$ cat config.mk
export PLATFORM = sky130hd
export DESIGN_NAME = sub_arbiter_flat
export DESIGN_NICKNAME = d
export VERILOG_FILES = /design/src/rtl/sub_arbiter_if.sv /design/src/rtl/sub_arbiter.sv /design/src/flat_wrapper.sv
export SDC_FILE = /design/constraint.sdc
export NUM_CORES = 1
export LEC_CHECK = 0
export CAP_MARGIN = 20
export CORE_MARGIN = 2
export CORE_UTILIZATION = 36
export DETAILED_ROUTE_END_ITERATION = 16
export PLACE_DENSITY = 0.81
export SYNTH_ARGS = -nofsm -noshare
export SYNTH_HDL_FRONTEND = slang
export SYNTH_SLANG_ARGS = --single-unit
$ cat constraint.sdc
create_clock -name clk -period 2.2 [get_ports clk]
set_clock_uncertainty 0.1 [all_clocks]
set_input_delay 0.22 -clock clk [delete_from_list [all_inputs] [get_ports clk]]
set_output_delay 0.22 -clock clk [all_outputs]
set_load 0.05 [all_outputs]
$ cat src/rtl/sub_arbiter_if.sv
// Requester-side bus of sub_arbiter: two req/ack operand channels and a shared
// response bus with one valid strobe per requester.
interface sub_arbiter_if #(
  parameter int W = 12
);
  logic         req0;
  logic [W-1:0] a0;
  logic [W-1:0] b0;
  logic         ack0;
  logic         req1;
  logic [W-1:0] a1;
  logic [W-1:0] b1;
  logic         ack1;
  logic         rsp_valid0;
  logic         rsp_valid1;
  logic [W:0]   rsp_data;

  modport master (
    output req0, a0, b0, req1, a1, b1,
    input  ack0, ack1, rsp_valid0, rsp_valid1, rsp_data
  );

  modport slave (
    input  req0, a0, b0, req1, a1, b1,
    output ack0, ack1, rsp_valid0, rsp_valid1, rsp_data
  );
endinterface

$ cat src/rtl/sub_arbiter.sv
// Round-robin sharing of one LAT-cycle pipelined signed subtractor between two
// requesters, with tag tracking, per-requester outstanding limit and op counter.
module sub_arbiter #(
  parameter int W       = 12,
  parameter int LAT     = 3,
  parameter int MAX_OUT = 2,
  parameter int CNT_W   = 16
) (
  input  logic             clk,
  input  logic             rst,
  sub_arbiter_if.slave     bus,
  output logic [W-1:0]     sub_n1,
  output logic [W-1:0]     sub_n2,
  input  logic [W:0]       sub_result,
  output logic             busy,
  output logic [CNT_W-1:0] op_count
);
  localparam int OW = $clog2(MAX_OUT + 1);
  localparam logic [OW-1:0] MAX_C = OW'(MAX_OUT);

  // Handshake: a requester holds req_i with a_i/b_i stable until it sees ack_i
  // high in a cycle; that cycle is the transfer. Responses are strobes with no
  // ready and cannot be stalled.

  logic [OW-1:0]  out_cnt0;
  logic [OW-1:0]  out_cnt1;
  logic           rr_ptr;
  logic [LAT-1:0] tag_valid;
  logic [LAT-1:0] tag_id;

  logic last_valid;
  logic last_id;
  logic rsp0;
  logic rsp1;
  logic elig0;
  logic elig1;
  logic grant;
  logic grant_id;

  assign last_valid = tag_valid[LAT-1];
  assign last_id    = tag_id[LAT-1];
  assign rsp0       = last_valid & ~last_id;
  assign rsp1       = last_valid & last_id;

  // A response retiring this cycle frees its slot for a same-cycle grant.
  assign elig0 = bus.req0 & ~rst & ((out_cnt0 < MAX_C) | rsp0);
  assign elig1 = bus.req1 & ~rst & ((out_cnt1 < MAX_C) | rsp1);

  always_comb begin
    grant    = 1'b0;
    grant_id = 1'b0;
    if (elig0 && elig1) begin
      grant    = 1'b1;
      grant_id = rr_ptr;
    end else if (elig0) begin
      grant    = 1'b1;
      grant_id = 1'b0;
    end else if (elig1) begin
      grant    = 1'b1;
      grant_id = 1'b1;
    end
  end

  assign bus.ack0 = grant & ~grant_id;
  assign bus.ack1 = grant & grant_id;

  always_comb begin
    sub_n1 = '0;
    sub_n2 = '0;
    if (grant) begin
      sub_n1 = grant_id ? bus.a1 : bus.a0;
      sub_n2 = grant_id ? bus.b1 : bus.b0;
    end
  end

  assign bus.rsp_valid0 = rsp0;
  assign bus.rsp_valid1 = rsp1;
  assign bus.rsp_data   = last_valid ? sub_result : '0;
  assign busy           = |tag_valid;

  always_ff @(posedge clk or posedge rst) begin
    if (rst) begin
      tag_valid <= '0;
      tag_id    <= '0;
    end else begin
      for (int i = LAT - 1; i > 0; i--) begin
        tag_valid[i] <= tag_valid[i-1];
        tag_id[i]    <= tag_id[i-1];
      end
      tag_valid[0] <= grant;
      tag_id[0]    <= grant_id;
    end
  end

  always_ff @(posedge clk or posedge rst) begin
    if (rst) begin
      rr_ptr <= 1'b0;
    end else if (grant) begin
      rr_ptr <= ~grant_id;
    end
  end

  always_ff @(posedge clk or posedge rst) begin
    if (rst) begin
      out_cnt0 <= '0;
      out_cnt1 <= '0;
    end else begin
      if (bus.ack0 && !rsp0) begin
        out_cnt0 <= out_cnt0 + 1'b1;
      end else if (rsp0 && !bus.ack0) begin
        out_cnt0 <= out_cnt0 - 1'b1;
      end
      if (bus.ack1 && !rsp1) begin
        out_cnt1 <= out_cnt1 + 1'b1;
      end else if (rsp1 && !bus.ack1) begin
        out_cnt1 <= out_cnt1 - 1'b1;
      end
    end
  end

  always_ff @(posedge clk or posedge rst) begin
    if (rst) begin
      op_count <= '0;
    end else if (last_valid) begin
      op_count <= op_count + 1'b1;
    end
  end
endmodule

$ cat src/flat_wrapper.sv
// flat-port wrapper written by rule: the top's interface ports become plain ports
module sub_arbiter_flat 
#(
  parameter int W       = 12,
  parameter int LAT     = 3,
  parameter int MAX_OUT = 2,
  parameter int CNT_W   = 16
)
  (clk, rst, sub_n1, sub_n2, sub_result, busy, op_count, bus_req0, bus_a0, bus_b0, bus_req1, bus_a1, bus_b1, bus_ack0, bus_ack1, bus_rsp_valid0, bus_rsp_valid1, bus_rsp_data);
  sub_arbiter_if #(.W(W)) bus_i ();
  input  logic clk;
  input  logic rst;
  output logic [W-1:0] sub_n1;
  output logic [W-1:0] sub_n2;
  input  logic [W:0] sub_result;
  output logic busy;
  output logic [CNT_W-1:0] op_count;
  input wire logic [$bits(bus_i.req0)-1:0] bus_req0;
  input wire logic [$bits(bus_i.a0)-1:0] bus_a0;
  input wire logic [$bits(bus_i.b0)-1:0] bus_b0;
  input wire logic [$bits(bus_i.req1)-1:0] bus_req1;
  input wire logic [$bits(bus_i.a1)-1:0] bus_a1;
  input wire logic [$bits(bus_i.b1)-1:0] bus_b1;
  output wire logic [$bits(bus_i.ack0)-1:0] bus_ack0;
  output wire logic [$bits(bus_i.ack1)-1:0] bus_ack1;
  output wire logic [$bits(bus_i.rsp_valid0)-1:0] bus_rsp_valid0;
  output wire logic [$bits(bus_i.rsp_valid1)-1:0] bus_rsp_valid1;
  output wire logic [$bits(bus_i.rsp_data)-1:0] bus_rsp_data;
  assign bus_i.req0 = bus_req0;
  assign bus_i.a0 = bus_a0;
  assign bus_i.b0 = bus_b0;
  assign bus_i.req1 = bus_req1;
  assign bus_i.a1 = bus_a1;
  assign bus_i.b1 = bus_b1;
  assign bus_ack0 = bus_i.ack0;
  assign bus_ack1 = bus_i.ack1;
  assign bus_rsp_valid0 = bus_i.rsp_valid0;
  assign bus_rsp_valid1 = bus_i.rsp_valid1;
  assign bus_rsp_data = bus_i.rsp_data;
  sub_arbiter #(.W(W), .LAT(LAT), .MAX_OUT(MAX_OUT), .CNT_W(CNT_W)) u_core (.clk(clk), .rst(rst), .bus(bus_i), .sub_n1(sub_n1), .sub_n2(sub_n2), .sub_result(sub_result), .busy(busy), .op_count(op_count));
endmodule
== Word-level counts from Yosys, hierarchy flattened ==
Index checks and enable logic that the tools add are counted.

* Bitwise logic cells: 13
* Order comparisons: 2
* Reductions and logical operators: 12
* $add $sub $neg: 5
* Mux-type cells: 14

{| class="wikitable"
|+ Operators by type and width
! cell !! number
|-
| 2-to-1 mux 12 bit || 4
|-
| adder 16 x 1 -> 16 bit, second input constant || 1
|-
| 2-to-1 mux 13 bit || 1
|-
| AND 1 bit || 8
|-
| 2-to-1 mux 2 bit || 4
|-
| logical AND 1 bit || 5
|-
| 2-to-1 mux 1 bit || 5
|-
| adder 2 x 1 -> 2 bit, second input constant || 2
|-
| logical NOT 1 bit || 4
|-
| < comparator 2 bit, second input constant || 2
|-
| nonzero test 2 bit || 2
|-
| subtractor 2 x 1 -> 2 bit, second input constant || 2
|-
| inverter 1 bit || 3
|-
| OR reduction 3 bit || 1
|-
| OR 1 bit || 2
|}

* Register bits after elaboration: 27
* Input bits: 65
* Output and inout bits: 58

== Longest topological paths before layout ==
* Depth in word-level cells: 12
* Depth in mapped cells: 10

== Worst setup path after synthesis ==
OpenSTA, ideal clock, no wires.

* Kind: in2reg
* Start: input port rst
* End: register u_core.out_cnt1[1]
* Setup slack: -0.494 ns
* Stages: 7
* Required time: 1.975 ns
* Arrival: 2.469 ns
* Cells stage by stage: inv_1 nand3b_1 nor2b_1 ha_1 xor2_1 nor2_1 xor2_1

* Word-level cells in the longest chain between the ends: 10

{| class="wikitable"
|+ RTL lines
! what !! RTL line !! text
|-
| from (decl) || flat_wrapper.sv:12 || <nowiki>input logic rst;</nowiki>
|-
| inverter 1 bit * || sub_arbiter.sv:46, sub_arbiter.sv:47 ||
|-
| AND 1 bit (2 in a row) || sub_arbiter.sv:47 || <nowiki>assign elig1 = bus.req1 & ~rst & ((out_cnt1 < MAX_C) | rsp1);</nowiki>
|-
| 2-to-1 mux 1 bit || sub_arbiter.sv:58 || <nowiki>end else if (elig1) begin</nowiki>
|-
| 2-to-1 mux 1 bit || sub_arbiter.sv:55 || <nowiki>end else if (elig0) begin</nowiki>
|-
| 2-to-1 mux 1 bit || sub_arbiter.sv:52 || <nowiki>if (elig0 && elig1) begin</nowiki>
|-
| AND 1 bit * || sub_arbiter.sv:65 || <nowiki>assign bus.ack1 = grant & grant_id;</nowiki>
|-
| named net bus_ack1 || flat_wrapper.sv:25 || <nowiki>output wire logic [$bits(bus_i.ack1)-1:0] bus_ack1;</nowiki>
|-
| logical NOT 1 bit || sub_arbiter.sv:115 || <nowiki>end else if (rsp1 && !bus.ack1) begin</nowiki>
|-
| logical AND 1 bit || sub_arbiter.sv:115 ||
|-
| nonzero test 2 bit (no source line) || -- ||
|-
| to (signal assigned) || sub_arbiter.sv:114 || <nowiki>out_cnt1 <= out_cnt1 + 1'b1;</nowiki>
|-
| to (signal assigned) || sub_arbiter.sv:116 || <nowiki>out_cnt1 <= out_cnt1 - 1'b1;</nowiki>
|-
| to (decl) || sub_arbiter.sv:26 || <nowiki>logic [OW-1:0] out_cnt1;</nowiki>
|}

Mark *: on every way through the listed nets, which the timed path passes. The rest lies on a longest branch.
A chain may end at the register's enable or synchronous reset.

== Worst setup path in the final report ==
* Start: register u_core.tag_id[2]
* End: output port sub_n2[2]

* Word-level cells in the longest chain between the ends: 8

{| class="wikitable"
|+ RTL lines
! what !! RTL line !! text
|-
| from (decl) || sub_arbiter.sv:29 || <nowiki>logic [LAT-1:0] tag_id;</nowiki>
|-
| from (signal, indexed assignment) || sub_arbiter.sv:88 || <nowiki>tag_id[i] <= tag_id[i-1];</nowiki>
|-
| AND 1 bit / inverter 1 bit (equally long branches) || sub_arbiter.sv:43, sub_arbiter.sv:42 ||
|-
| OR 1 bit / AND 1 bit (equally long branches) || sub_arbiter.sv:47, sub_arbiter.sv:42 ||
|-
| AND 1 bit / OR 1 bit (equally long branches) || sub_arbiter.sv:47, sub_arbiter.sv:46 ||
|-
| 2-to-1 mux 1 bit / AND 1 bit (equally long branches) || sub_arbiter.sv:58, sub_arbiter.sv:46 ||
|-
| 2-to-1 mux 1 bit / logical AND 1 bit (equally long branches) || sub_arbiter.sv:55, sub_arbiter.sv:52 ||
|-
| 2-to-1 mux 1 bit || sub_arbiter.sv:52 ||
|-
| 2-to-1 mux 12 bit || sub_arbiter.sv:72 || <nowiki>sub_n2 = grant_id ? bus.b1 : bus.b0;</nowiki>
|-
| 2-to-1 mux 12 bit * || sub_arbiter.sv:70 || <nowiki>if (grant) begin</nowiki>
|-
| to (decl) || flat_wrapper.sv:14 || <nowiki>output logic [W-1:0] sub_n2;</nowiki>
|}

Mark *: on every way between the ends. The rest lies on a longest branch, timed or not.

==> results.json <==
{
  "outcome": "completed",
  "synth_largest_area_cell": "dfrtp_1",
  "rr_endpoint": "u_core.out_cnt1[1]",
  "dp_hpwl_um": 4910,
  "synth_most_common_cell": "dfrtp_1",
  "p_leak_nw": 1.56,
  "final-setup-viol-count": 0,
  "clock-sinks": 27,
  "dr.max_layer_used": "met4",
  "slew_headroom": 0.657,
  "rsz0062_at_grt": "no",
  "synth_common_cells": "dfrtp_1, a32o_1, nor4bb_1, xor2_1, and2_1",
  "worst_pin_slew_ns": 0.513,
  "utilization": 0.731,
  "cts_buffers": 3,
  "wl_met2_um": 3210,
  "ys_seq_elements": 27,
  "finalCritPeriodShare": 0.961,
  "dieArea_mm2": 0.00579,
  "netlist_instances": 176,
  "finalCriticalPeriod_ns": 2.11,
  "root_buffer": "clkbuf_8",
  "total_power_mw": 3.30,
  "worstSetupPathType": "flip-flop to primary output",
  "setup_slack_ns": 0.0859,
  "arrival_ns": 1.79,
  "areaGrowthSynthToFinish_pct": 98.2,
  "ant_nets": 0,
  "r2r_start": "u_core.tag_valid[2]",
  "place_inst": 366,
  "placement.io_buffers": 122,
  "synth_edf_count": 0,
  "place_area_mm2": 0.00361,
  "initial_core_util": 0.369,
  "die-width_um": 76.1,
  "via_count": 2018,
  "place_ws_ns": 0.0480,
  "grt_pass1_wl_um": 9810,
  "layout-drive-gt1-share": 0.252,
  "post_drt_wl_per_cell_um": 16.4,
  "htree_levels": 1,
  "hold_violations": 0,
  "nets": 374,
  "reg2regPathDepth": 8,
  "drt_iter0_markers": 113,
  "synth_flop_cell": "dfrtp_1",
  "synth_cell_type_count": 30,
  "ys_seq_area_frac": 0.361,
  "r2r_setup_slack_ns": 0.27,
  "synth_area_per_cell_um2": 10.6,
  "cp_data_required_time_ns": 1.88,
  "synthArstFlopShare": 1.00,
  "grt_overflow": 0,
  "ios": 123,
  "clock.fmax_mhz": 473,
  "worst-path-max-fanout": 10,
  "crit_end": "sub_n2[2]",
  "startpoint": "u_core.tag_id[2]",
  "synth_top_area_frac": 0.361,
  "hold_slack_ns": 0.0378,
  "clkLatencyLatePin_ns": 0.27,
  "synth_area_leaders": "dfrtp_1, a32o_1, nor4bb_1",
  "rows": 26,
  "synth.cell_area_mm2": 0.00187,
  "final_max_slew_viol_count": 0,
  "grt_max_degree": 24,
  "track_usage": 0.207,
  "clk_path_buf_depth": 2,
  "drc": 0,
  "p_per_area_mw_per_mm2": 889,
  "viasPerCell": 5.38,
  "fin_tns_setup_ns": 0,
  "peakVddDrop_mv": 0.472,
  "cp-start-kind": "flip-flop",
  "final_cell_area_mm2": 0.00371,
  "drt_wl_total_um": 6150,
  "place_congestion": 0.837,
  "antenna_cells": 0,
  "firstDrtPassIters": 4,
  "maxCapViolations": 0,
  "fin_cells": 375,
  "core_mm2": 0.00507,
  "met3_length_um": 438,
  "yosysWarnings": 0,
  "clk_pin_slew_worst_paths_ns": 0.09,
  "hp-class": "input pin to asynchronous set/reset pin",
  "antenna_found_initial": 0,
  "synth.net_count": 244,
  "wl_met1_um": 2370,
  "grt_pass1_vias": 2039,
  "chipHeight_um": 76.1,
  "crit_path_end_kind": "primary output",
  "tritoncts": "done"
}
## cell families (layout without fill, tap and decap cells)
group,count (synthesis),after routing,synth area share
AND/OR/NAND/NOR,76,76,0.301
AO/OA/AOI/OAI,28,28,0.152
flip-flops,27,27,0.361
adder cells (fa/ha/maj),3,3,0.0201
multiplexers,1,1,0.00602
buffers and inverters,20,149,0.0615
XOR/XNOR,21,21,0.0983
## per-layer routing
layer	up-vias	track usage
li1	937	-
met1	975	0.232
met2	91	0.376
met3	15	0.0616
met4	0	0.0655
met5	-	0
## area by class of cell
class | instances | area, um2
tap | 70 | 87.6
timing repair buffer | 141 | 1780
clock buffer | 3 | 41.3
sequential | 27 | 677
fill | 354 | 1370
multi-input combinational | 129 | 1100
clock inverter | 1 | 7.51
inverter | 4 | 18.8
## worst max-delay path: stages (launching register included)
cell and delay [ns]:
dfrtp_1 0.44, nand2b_4 0.19, a211o_1 0.30, buf_4 0.18, a32o_1 0.25, buf_12 0.16
## timing repair
| item | 4_1_cts | 5_1_grt |
|---|---|---|
| hold buffers | 0 | 1 |
| gates resized for setup | 0 | 4 |
| endpoints found under the setup margin | 18 | 23 |
| setup buffers | 1 | 3 |
| pin swaps | 1 | 2 |
| endpoints found under the hold margin | 0 | 6 |
## registers in the layout (all words and copies together) (netlist names)
register	flops
u_core.rr_ptr	1
u_core.tag_valid	3
u_core.tag_id	3
u_core.op_count	16
u_core.out_cnt0	2
u_core.out_cnt1	2
## worst min path at each step
stage	startpoint	to	slack, ns
final	rst	u_core.op_count[10]	0.04
after global routing	rst	u_core.out_cnt0[1]	0.06
after CTS	u_core.tag_id[1]	u_core.tag_id[2]	0.26
after detailed placement	u_core.tag_id[0]	u_core.tag_id[1]	0.24
after global placement	u_core.tag_id[1]	u_core.tag_id[2]	0.23
after floorplan	rst	u_core.op_count[0]	0.04
## cells in the final DEF, fill, tap and decap left out, drive strengths merged
cell	count
clkdlybuf4s50	79
buf	60
dfrtp	27
a32o	24
nor4bb	21
xor2	16
and2	14
nand4	6
nand3	6
nor4	5
nand2	5
xnor2	5
nor2	4
nor3	4
inv	3
and4bb	3
ha	3
clkbuf	3
nand2b	3
clkinvlp	2
nor2b	2
a21oi	1
a21boi	1
nand3b	1
nand4b	1
o21a	1
a211o	1
or3	1
mux2	1
dlygate4sd3	1
dlymetal6s2s	1
## power breakdown
group	switching, mW	total, mW	internal (mW)
Clock	0.154	0.283	0.129
Sequential	0.172	0.793	0.620
Combinational	1.19	2.22	1.03
Total	1.51	3.30	1.78
(Power assumes the default switching activity.)
